===== config.mk =====
export PLATFORM = sky130hd
export DESIGN_NAME = pix_mem_arbiter
export DESIGN_NICKNAME = d
export VERILOG_FILES = /design/src/rtl/pix_mem_arbiter.sv
export SDC_FILE = /design/constraint.sdc
export NUM_CORES = 1
export LEC_CHECK = 0
export ABC_AREA = 1
export CAP_MARGIN = 15
export CELL_PAD_IN_SITES_DETAIL_PLACEMENT = 0
export CELL_PAD_IN_SITES_GLOBAL_PLACEMENT = 1
export CORE_MARGIN = 2
export CORE_UTILIZATION = 24
export CTS_BUF_LIST = sky130_fd_sc_hd__clkbuf_8
export CTS_CLUSTER_DIAMETER = 200
export CTS_CLUSTER_SIZE = 40
export DETAILED_ROUTE_END_ITERATION = 12
export HOLD_SLACK_MARGIN = 0.03
export PLACE_DENSITY = 0.8
export SYNTH_ARGS = -nofsm -noshare
export SYNTH_HDL_FRONTEND = slang
export SYNTH_SLANG_ARGS = --single-unit

===== constraint.sdc =====
create_clock -name clk -period 2.1 [get_ports clk]
set_input_delay 0.315 -clock clk [delete_from_list [all_inputs] [get_ports clk]]
set_output_delay 0.315 -clock clk [all_outputs]
set_load 0.005 [all_outputs]

===== src/rtl/pix_mem_arbiter.sv =====
// -----------------------------------------------------------------------------
// pix_mem_arbiter
//
// Single-port pixel-memory arbiter and sequencer. One pixel RAM is shared by
// the CPU MEM stage (pixel loads / memPixWrite stores) and the video scan-out
// reader. Video has priority. A CPU request may only be passed over
// MAX_CPU_WAIT times in a row before the CPU is forced through. While a CPU
// access is pending, cpu_stall tells the hazard unit to hold the pipeline.
//
// Ports
//   clk, rst                 clock, synchronous active-high reset
//   cpu_req/we/addr/wdata    CPU request (level, held until cpu_done)
//   cpu_rdata, cpu_done      registered read data, one-cycle completion pulse
//   cpu_stall                cpu_req & ~cpu_done, to the hazard unit
//   vid_req/addr             video read request (level, held until vid_valid)
//   vid_rdata, vid_valid     registered read data, one-cycle completion pulse
//   mem_en/we/addr/wdata     RAM strobe and command, driven in the grant cycle
//   mem_rdata                RAM read data, MEM_LAT cycles after the strobe
// -----------------------------------------------------------------------------
module pix_mem_arbiter #(
    parameter int ADDR_W       = 18,
    parameter int DATA_W       = 32,
    parameter int MEM_LAT      = 2,
    parameter int MAX_CPU_WAIT = 4
) (
    input  logic              clk,
    input  logic              rst,
    input  logic              cpu_req,
    input  logic              cpu_we,
    input  logic [ADDR_W-1:0] cpu_addr,
    input  logic [DATA_W-1:0] cpu_wdata,
    output logic [DATA_W-1:0] cpu_rdata,
    output logic              cpu_done,
    output logic              cpu_stall,
    input  logic              vid_req,
    input  logic [ADDR_W-1:0] vid_addr,
    output logic [DATA_W-1:0] vid_rdata,
    output logic              vid_valid,
    output logic              mem_en,
    output logic              mem_we,
    output logic [ADDR_W-1:0] mem_addr,
    output logic [DATA_W-1:0] mem_wdata,
    input  logic [DATA_W-1:0] mem_rdata
);

    localparam int LAT_W  = (MEM_LAT > 1) ? $clog2(MEM_LAT) : 1;
    localparam int WAIT_W = $clog2(MAX_CPU_WAIT + 1);

    localparam logic [LAT_W-1:0]  LAT_LOAD = LAT_W'(MEM_LAT - 1);
    localparam logic [WAIT_W-1:0] WAIT_MAX = WAIT_W'(MAX_CPU_WAIT);

    typedef enum logic [1:0] {
        IDLE,
        RD_CPU,
        RD_VID,
        WR_CPU
    } state_t;

    state_t            state, state_nxt;
    logic [LAT_W-1:0]  lat_cnt, lat_cnt_nxt;
    logic [WAIT_W-1:0] wait_cnt, wait_cnt_nxt;

    logic port_free;
    logic cpu_elig, vid_elig;
    logic grant_cpu, grant_vid;
    logic cap_cpu, cap_vid;

    // -------------------------------------------------------------------------
    // Arbitration, next state and RAM command
    // -------------------------------------------------------------------------
    always_comb begin
        // NOTE: every signal gets a default before any branch so no path leaves
        // one unassigned; that is what keeps this block from inferring latches.
        state_nxt    = state;
        lat_cnt_nxt  = lat_cnt;
        wait_cnt_nxt = wait_cnt;
        grant_cpu    = 1'b0;
        grant_vid    = 1'b0;

        port_free = (state == IDLE) || (state == WR_CPU) ||
                    (((state == RD_CPU) || (state == RD_VID)) && (lat_cnt == '0));

        // A requester showing its completion pulse this cycle is still holding
        // the level for the access just finished; it must not be granted again.
        cpu_elig = cpu_req & ~cpu_done;
        vid_elig = vid_req & ~vid_valid;

        if (port_free && !rst) begin
            if (cpu_elig && (!vid_elig || (wait_cnt == WAIT_MAX))) begin
                grant_cpu = 1'b1;
            end else if (vid_elig) begin
                grant_vid = 1'b1;
            end
        end

        if (grant_cpu) begin
            state_nxt   = cpu_we ? WR_CPU : RD_CPU;
            lat_cnt_nxt = LAT_LOAD;
        end else if (grant_vid) begin
            state_nxt   = RD_VID;
            lat_cnt_nxt = LAT_LOAD;
        end else if (port_free) begin
            state_nxt = IDLE;
        end else begin
            lat_cnt_nxt = lat_cnt - 1'b1;
        end

        if (!cpu_req || grant_cpu) begin
            wait_cnt_nxt = '0;
        end else if (grant_vid && (wait_cnt != WAIT_MAX)) begin
            wait_cnt_nxt = wait_cnt + 1'b1;
        end

        // mem_rdata is sampled at the end of the cycle before the pulse. With a
        // one-cycle RAM that is the grant cycle itself; otherwise it is the read
        // state's cycle with one latency step left.
        if (MEM_LAT == 1) begin
            cap_cpu = grant_cpu & ~cpu_we;
            cap_vid = grant_vid;
        end else begin
            cap_cpu = (state == RD_CPU) && (lat_cnt == LAT_W'(1));
            cap_vid = (state == RD_VID) && (lat_cnt == LAT_W'(1));
        end

        mem_en    = grant_cpu | grant_vid;
        mem_we    = grant_cpu & cpu_we;
        mem_addr  = grant_cpu ? cpu_addr : (grant_vid ? vid_addr : '0);
        mem_wdata = (grant_cpu && cpu_we) ? cpu_wdata : '0;

        cpu_stall = cpu_req & ~cpu_done;
    end

    // -------------------------------------------------------------------------
    // State, counters and registered outputs
    // -------------------------------------------------------------------------
    // NOTE: reset is synchronous, so it is tested inside the clocked block and
    // is not in the sensitivity list; an in-flight access is simply dropped.
    always_ff @(posedge clk) begin
        if (rst) begin
            state     <= IDLE;
            lat_cnt   <= '0;
            wait_cnt  <= '0;
            cpu_done  <= 1'b0;
            vid_valid <= 1'b0;
            cpu_rdata <= '0;
            vid_rdata <= '0;
        end else begin
            state     <= state_nxt;
            lat_cnt   <= lat_cnt_nxt;
            wait_cnt  <= wait_cnt_nxt;
            cpu_done  <= cap_cpu | (grant_cpu & cpu_we);
            vid_valid <= cap_vid;
            // Read data registers hold between pulses; writes leave cpu_rdata alone.
            if (cap_cpu) cpu_rdata <= mem_rdata;
            if (cap_vid) vid_rdata <= mem_rdata;
        end
    end

endmodule

==> metrics.txt <==
Yosys reg bits=72; die area=14,730 µm²; mux cell area share after synthesis=0%; initial antenna violation count=0; Pins Over Slew Limit=0; Worst Hold Slack=0.4808 ns; Mapped Avg Cell Area=7.127 µm²; Synth-to-Final Area Change=87.48%; worst min-delay path category=reg -> reg; vias in the first global route=3,718; Iteration-0 DRC Markers=100; H-tree lvl count=3; Boundary Pins=224; kind of critical path=reg -> out; Setup Skew=0.007714 ns; Clock Tree Buf Depth=2; Post-synth EDFFs=0; dpl cells=857; RSZ-0062 raised after global routing=yes; RD Place Congestion=0.7937; fin cells=884; Die Width=121.4 µm; failing checks=setup timing; Ant. Diodes=0; Routed Antenna Nets=0; Slew @ Worst Pin=0.6551 ns; crit start category=register; commonest non-fill, non-tap cells in the layout=clkdlybuf4s50_1, nor2_1, dfxtp_1; Critical Path Sink Type=primary output; GRT Total Usage=16.03%; total of max-cap violations=0; layout cells sized above 1=23.16%; area of placed instances=5799 µm²; first-pass GRT wire length=18,710 µm; Fin. Hold Viols=0; Root Buffer=clkbuf_8; pwr/cell area=484.6 nW/µm²; Max transition margin=56.26%; crit-path max FO=7; # nets final=816; critical path arrival=1.93 ns; most common cell after layout, fill and taps aside=clkdlybuf4s50_1; largest net degree at the start of global routing=68; Vias=3,764; WP data required=1.78 ns; adder-cell share of the synthesized area=1.513%; final setup fails=51; sequential share of the synthesized area=43.59%; Async S/R FF share, synth=0%; CTS clk-pin slew, worst paths=0.06 ns; Clk Latency, worst-skew pair=0.34 ns; row cnt=42; Synth Area in XOR/XNOR=0.2649%; FILL cells=1,346; grt ovf=0; period utilization=106.9%; final instance area=6200 µm²; Net Count, Synth=573; first drt pass iteration count=4; final worst slack=-0.1457 ns; Final min period=2.246 ns; prevailing post-synth register cell=dfxtp_1; Core Area=13,350 µm²; status=finished with violations; Core Util, Final=46.45%; Die Y=121.4 µm; hold-fix buffers at CTS=0; Initial Util=24.78%; library cells used by synthesis=24; Via density=4.258; CTS tree=yes; DRC viols=0; netlist area before placement=3307 µm²; largest family of logic cells by synthesized area=simple AND/OR/NAND/NOR gates; Compound-Gate Fraction of Synth Area=14.19%; IO buf count=223; Num Clock Sinks=72; fmax=0.4453 GHz; simple-gate share of the synthesized area=27.51%; WL final=12,250 µm; dpl hpwl=8672 µm; Leakage=0.002638 µW; Post-Synthesis Cells=464; Synth warnings=0; peak supply drop=441.5 µV; Num CTS Buffers=9; routed len/inst=13.86 µm
[routing by layer]
layer | vias up | GRT usage [%] | wire length (µm)
met2 | 92 | 28.41 | 6275
met3 | 11 | 5.122 | 719
met4 | 0 | 2.874 | 123
met5 | - | 0 | 0
met1 | 1740 | 19.11 | 5130
li1 | 1921 | - | -
[metrics by stage]
stage	setup TNS [ns]	worst slack (ns)	power, µW
after floorplan	0	0.4515	1671
after global placement	-9.127	-0.2055	2078
after detailed placement	-9.649	-0.2324	2086
after CTS	-6.813	-0.1814	3034
after global routing	-10.37	-0.2463	3178
final	-4.898	-0.1457	3005
[kinds of logic after synthesis]
| kind of cell | after synthesis |
|---|---|
| buffers and inverters | 92 |
| DFF | 72 |
| and+or+nand+nor | 204 |
| AOI/OAI and AO/OA | 91 |
| xor gates and xnor gates | 1 |
| adders and majority gates | 4 |
[synth_stat cells (2+ instances only)]
cell / number / area, µm²
inv_1: 61 / 229.0
nor2_2: 30 / 187.7
buf_4: 4 / 30.03
o21ai_1: 15 / 75.07
dfxtp_1: 72 / 1441
inv_2: 3 / 11.26
buf_2: 5 / 25.02
ha_1: 4 / 50.05
nand2_1: 13 / 48.80
a21oi_1: 6 / 30.03
clkbuf_1: 9 / 33.78
nand3_1: 23 / 115.1
nand3_2: 2 / 20.02
o21ai_0: 68 / 340.3
nor2_1: 133 / 499.2
buf_6: 8 / 90.09
[where the power goes]
group / total, µW / leakage, µW / internal (µW) / switching [µW]
Clock: 897 / 0.0000797 / 430 / 467
Sequential: 1430 / 0.000583 / 1410 / 25.0
Combinational: 676 / 0.00198 / 399 / 277
[sequential cells by signal, indices dropped and copies added, names as in the netlist]
name       cells
cpu_rdata     32
state          2
cpu_done       1
vid_rdata     32
lat_cnt        1
vid_valid      1
wait_cnt       3
[worst max-delay path: stages (launching register included)]
cell and delay (ns):
dfxtp_2 0.34, inv_2 0.05, ha_4 0.26, inv_4 0.04
a21oi_4 0.16, nand4_4 0.12, buf_12 0.15, buf_8 0.13
buf_12 0.15, nor2_2 0.08, buf_2 0.12
[area by class of cell]
| class | instances | area, µm² | share of cell area [%] |
|---|---|---|---|
| Clock inverter | 2 | 10.01 | 0.1615 |
| Timing Repair Buffer | 260 | 2479 | 39.98 |
| Multi-Input combinational cell | 300 | 1663 | 26.82 |
| Tap cell | 176 | 220.2 | 3.552 |
| Clock buffer | 10 | 137.6 | 2.220 |
| Sequential cell | 72 | 1443 | 23.27 |
| Inverter | 64 | 247.7 | 3.996 |
[path summary, 6_finish.rpt]
| kind | from | endpoint | slack, ns | depth (start not counted) |
|---|---|---|---|---|
| worst min register to register | cpu_rdata[17]$_SDFFE_PP0P_ | cpu_rdata[17]$_SDFFE_PP0P_ | 0.48 | 2 |
| worst max-delay path | state[0]$_SDFFE_PP0P_ | mem_wdata[28] | -0.15 | 10 |
| worst min-delay path | cpu_rdata[17]$_SDFFE_PP0P_ | cpu_rdata[17]$_SDFFE_PP0P_ | 0.48 | 2 |
| worst max register to register | state[0]$_SDFFE_PP0P_ | state[1]$_SDFFE_PP0P_ | 0.37 | 10 |
[timing repair]
action                     CTS  global route
cloned                       5             0
hold endpoints to repair     0             0
pin swaps                    4             4
buffers inserted             9             2
setup endpoints to repair   52            52
resized for setup          252            38
Note: power is estimated with default switching activity, not from simulation.
